--- src/rtl/accel_packetiser.sv ---
// Samples X/Y/Z on a fixed tick and streams a 10-byte framed packet
// (sync, sequence, payload, checksum) over a valid/ready byte interface.
module accel_packetiser #(
   parameter int unsigned SAMPLE_PERIOD = 1000000,
   parameter logic [7:0]  SYNC0         = 8'hA5,
   parameter logic [7:0]  SYNC1         = 8'h5A
) (
   input  logic        Clk,
   input  logic        nReset,
   input  logic        Enable,
   input  logic [15:0] X,
   input  logic [15:0] Y,
   input  logic [15:0] Z,
   output logic [7:0]  TxData,
   output logic        TxValid,
   input  logic        TxReady,
   output logic [7:0]  Dropped
);

   localparam logic [23:0] LAST = 24'(SAMPLE_PERIOD - 1);

   typedef enum logic {IDLE, SEND} state_t;

   state_t      state_q;
   logic [23:0] cnt_q;
   logic [3:0]  idx_q;
   logic [3:0]  idx_d;
   logic [7:0]  seq_q;
   logic [7:0]  chk_q;
   logic [7:0]  chk_d;
   logic [7:0]  byte_d;
   logic [15:0] x_q;
   logic [15:0] y_q;
   logic [15:0] z_q;
   logic        tick;
   logic        snap;
   logic        drop;

   assign tick  = (cnt_q == LAST);
   assign snap  = tick && Enable && (state_q == IDLE);
   assign drop  = tick && Enable && (state_q == SEND);
   assign idx_d = idx_q + 4'd1;

   // Checksum covers the live sequence number and inputs at the snapshot edge
   assign chk_d = seq_q + X[15:8] + X[7:0] + Y[15:8] + Y[7:0]
                + Z[15:8] + Z[7:0];

   always_comb begin
      byte_d = SYNC0;
      case (idx_d)
         4'd1:    byte_d = SYNC1;
         4'd2:    byte_d = seq_q;
         4'd3:    byte_d = x_q[15:8];
         4'd4:    byte_d = x_q[7:0];
         4'd5:    byte_d = y_q[15:8];
         4'd6:    byte_d = y_q[7:0];
         4'd7:    byte_d = z_q[15:8];
         4'd8:    byte_d = z_q[7:0];
         4'd9:    byte_d = chk_q;
         default: byte_d = SYNC0;
      endcase
   end

   always_ff @(posedge Clk or negedge nReset) begin
      if (!nReset) begin
         cnt_q <= '0;
      end else begin
         cnt_q <= tick ? '0 : cnt_q + 24'd1;
      end
   end

   always_ff @(posedge Clk or negedge nReset) begin
      if (!nReset) begin
         Dropped <= '0;
      end else if (drop && (Dropped != 8'hFF)) begin
         Dropped <= Dropped + 8'd1;
      end
   end

   always_ff @(posedge Clk or negedge nReset) begin
      if (!nReset) begin
         state_q <= IDLE;
         TxValid <= 1'b0;
         TxData  <= '0;
         idx_q   <= '0;
         seq_q   <= '0;
         chk_q   <= '0;
         x_q     <= '0;
         y_q     <= '0;
         z_q     <= '0;
      end else begin
         case (state_q)
            IDLE: begin
               if (snap) begin
                  x_q     <= X;
                  y_q     <= Y;
                  z_q     <= Z;
                  chk_q   <= chk_d;
                  idx_q   <= '0;
                  TxData  <= SYNC0;
                  TxValid <= 1'b1;
                  state_q <= SEND;
               end
            end
            SEND: begin
               if (TxReady) begin
                  if (idx_q == 4'd9) begin
                     TxValid <= 1'b0;
                     TxData  <= '0;
                     seq_q   <= seq_q + 8'd1;
                     state_q <= IDLE;
                  end else begin
                     idx_q  <= idx_d;
                     TxData <= byte_d;
                  end
               end
            end
            default: state_q <= IDLE;
         endcase
      end
   end

endmodule

--- config.mk ---
export PLATFORM = sky130hd
export DESIGN_NAME = accel_packetiser
export DESIGN_NICKNAME = d
export VERILOG_FILES = /design/src/rtl/accel_packetiser.sv
export SDC_FILE = /design/constraint.sdc
export NUM_CORES = 1
export LEC_CHECK = 0
export ABC_CLOCK_PERIOD_IN_PS = 2800
export CAP_MARGIN = 40
export CORE_MARGIN = 1.5
export CORE_UTILIZATION = 50
export DETAILED_ROUTE_END_ITERATION = 7
export PLACE_DENSITY_LB_ADDON = 0.1
export SYNTH_ARGS = -nofsm -noshare
export SYNTH_HDL_FRONTEND = slang
export SYNTH_SLANG_ARGS = --single-unit
--- constraint.sdc ---
create_clock -name Clk -period 2.8 [get_ports Clk]
set_clock_uncertainty 0.1 [all_clocks]
set_input_delay 0.42 -clock Clk [delete_from_list [all_inputs] [get_ports Clk]]
set_output_delay 0.42 -clock Clk [all_outputs]
set_load 0.01 [all_outputs]
==> run_results.csv <==
group,metric,value,unit
drt,wl_per_cell,15.9,um
drt,drt_iter0_drc,418,
global_route,first_global_vias,5257,
finish,nNetsFinal,938,
min_path,hp-class,"in -> reg",
drt,vias,5375,
global_route,grtUsageTotal,25.3,%
critical_path,start_kind,"input port",
timing,min_period_over_period,132,%
synthesis,synth_warnings,0,
min_path,min_path_cells,3,
power_and_ir_drop,power.internal,3.93,mW
clocking,cts_tree,"yes",
status,status,"finished with violations",
critical_path,crit_required,2910,ps
synthesis,ys_seq_area_share,42.8,%
placement,dpl.hpwl,11400,um
clocking,clock_sinks,110,
timing,hold_viol,0,
synthesis,async_flop_share,100,%
timing,clock.fmax,271,MHz
finish,fill_cells,1022,
clocking,clk_latency,360,ps
run,cap_violations,0,
global_route,antenna_found_initial,0,
finish,mostFrequentLayoutCells,"nand2_1, dfrtp_1, buf_4, o21ai_0, inv_1",
floorplan,io_pins,69,
clocking,cts_root_buffer,"clkbuf_16",
critical_path,critPathMaxFanout,2,
placement,port_buffers,68,
synthesis,syn_nets,789,
synthesis,ys_ff_latch,110,
finish,area_delta_synth_final,29.4,%
timing,maxSlewHeadroom,47.5,%
critical_path,r2r_cells,7,
timing,slew_violations,0,
finish,final_layout_size_suffix_gt1_share,24.5,%
drt,drc_errors,0,
drt,antenna_left,0,
power_and_ir_drop,leakage,4.00,nW
power_and_ir_drop,seq_power_share,29.4,%
global_route,grt_max_degree,84,
timing,tightest_slew,787,ps
power_and_ir_drop,ir_drop,0.396,mV
placement,place_congestion,0.856,
status,violations,"negative setup slack",
synthesis,synth-edff-count,0,
power_and_ir_drop,p_sw,2.39,mW
finish,final_common_cell,"nand2_1",
drt,routed_via_density,5.31,
finish,diodes,0,
clocking,clk_pin_slew,70,ps
critical_path,crit_arrival,3810,ps
global_route,grt_pass1_wl,26100,um
synthesis,synth_top_area_share,42.8,%
synthesis,syn_area,6430,sq um
clocking,ctsLongestPathBuffers,2,
power_and_ir_drop,clock_power_share,22.2,%
synthesis,ys.flop_type,"dfrtp_1",
clocking,htreeDepth,3,
placement,post-place-ws,-1770,ps
floorplan,die_w,116,um
critical_path,cp-end-kind,"flip-flop",
synthesis,synth_top_area_cell,"dfrtp_1",
synthesis,synth.distinct_cells,61,
timing,fin_ws,-894,ps
synthesis,synth.area.top_cells,"dfrtp_1, fa_1, nand2_1, xnor2_1, inv_1",
drt,first_pass_iters,6,
clocking,numCtsBuffers,9,
critical_path,worstSetupPathType,"in -> reg",
global_route,grt_overflow,0,
timing,rsz0062_at_grt,"true",
floorplan,dieHeight,116,um
drt,routed_wl,16100,um
floorplan,die-area,13500,sq um
synthesis,netlist_instances,687,
floorplan,start_util,51.1,%
power_and_ir_drop,p_per_area,760,nW/um^2
timing,setup_viol,7,
floorplan,coreArea,12600,sq um
power_and_ir_drop,swShare,37.8,%
timing,post-route-min-period,3690,ps
floorplan,fp-row-count,41,
power_and_ir_drop,combPwrFrac,48.4,%
finish,final_core_util,66.2,%
synthesis,avgSynthCellArea,9.35,sq um
-- cells by family after synthesis --
group	synth area share, %
adder cells (fa/ha/maj)	13.5
multiplexers	0.681
AND/OR/NAND/NOR	18.0
flip-flops	42.8
XOR/XNOR	6.95
AO/OA/AOI/OAI	12.1
buffers and inverters	5.92
-- Yosys cell counts, types with 3 or more instances --
cell and n:
a21o_1 3, a21oi_1 12, a221oi_1 4, a22o_1 8
a22oi_1 13, a31oi_1 3, and3_1 4, buf_2 7
clkbuf_1 19, dfrtp_1 110, fa_1 32, ha_1 18
inv_1 73, mux2_2 3, nand2_1 149, nand3_1 20
nand4_1 10, nor2_1 32, nor2b_1 5, nor3_1 6
nor4_1 4, o21ai_0 45, o21ai_1 4, o21bai_1 3
o22ai_1 4, o2bb2ai_1 3, or2_2 4, xnor2_1 32
xor2_1 19
-- flip-flops by register name, summed over array words and instances, names as in the netlist --
signal / flops
TxValid: 1
idx_q: 4
y_q: 16
TxData: 8
Dropped: 8
cnt_q: 24
x_q: 16
chk_q: 8
z_q: 16
seq_q: 8
state_q: 1
-- critical path: stages --
cell and delay, ps:
buf_6 70, inv_4 30, fa_1 560, inv_2 50, fa_1 460, fa_1 490
inv_1 50, fa_1 530, inv_2 60, ha_4 200, a21o_1 170, a21oi_2 180
o21bai_1 120, a21oi_1 170, xor2_1 170, o21ai_1 80
-- power groups by stage --
| stage | Clock [mW] | Sequential (mW) | Combinational, mW |
|---|---|---|---|
| 6_report | 1.40 | 1.86 | 3.06 |
| 5_1_grt | 1.49 | 1.88 | 3.31 |
| 4_1_cts | 1.42 | 1.86 | 2.89 |
| 3_5_place_dp | 0 | 1.89 | 2.67 |
| 3_3_place_gp | 0 | 1.88 | 2.65 |
| 2_1_floorplan | 0 | 1.86 | 1.62 |
-- per-layer routing --
metal	up-vias	global-route usage [%]	wire length, um
li1	2572	-	-
met1	2596	34.7	7280
met2	179	40.5	7670
met3	28	3.43	761
met4	0	11.1	400
met5	-	0	0
-- final cells by class --
cell class / count / area (sq um) / area share (%)
multi-input combinational: 478 / 3410 / 41.0
sequential: 110 / 2750 / 33.1
timing repair buffer: 164 / 1330 / 16.0
inverter: 73 / 289 / 3.48
clock buffer: 9 / 225 / 2.71
tap: 172 / 215 / 2.59
clock inverter: 7 / 97.6 / 1.17
-- per-stage QoR --
step	cells	TNS, ps	power [mW]	hold slack (ps)	instance area [sq um]
floorplan	687	-4520	3.48	24.4	6450
global placement	960	-9480	4.53	322	7710
detailed placement	960	-9710	4.55	329	7710
CTS	1010	-4550	6.17	177	8260
global route	1013	-5230	6.68	184	8320
finish	1013	-4690	6.32	187	8320
-- what timing repair did --
action,in CTS,in global routing
hold buffers,1,0
cloned,0,0
resized for setup,128,37
setup buffers,33,4
setup endpoints to repair,7,8
pin swaps,43,33
hold endpoints to repair,38,0
-- path summary, 6_finish.rpt --
kind	from	endpoint	slack, ps
setup / recovery	X[2]	chk_q[6]	-890
hold / removal	Z[9]	z_q[9]	190
setup reg to reg	idx_q[0]	TxData[7]	240
hold reg to reg	cnt_q[23]	cnt_q[23]	370
max in group asynchronous	nReset	x_q[9]	1350
min in group asynchronous	nReset	Dropped[5]	470
(Power assumes the default switching activity.)
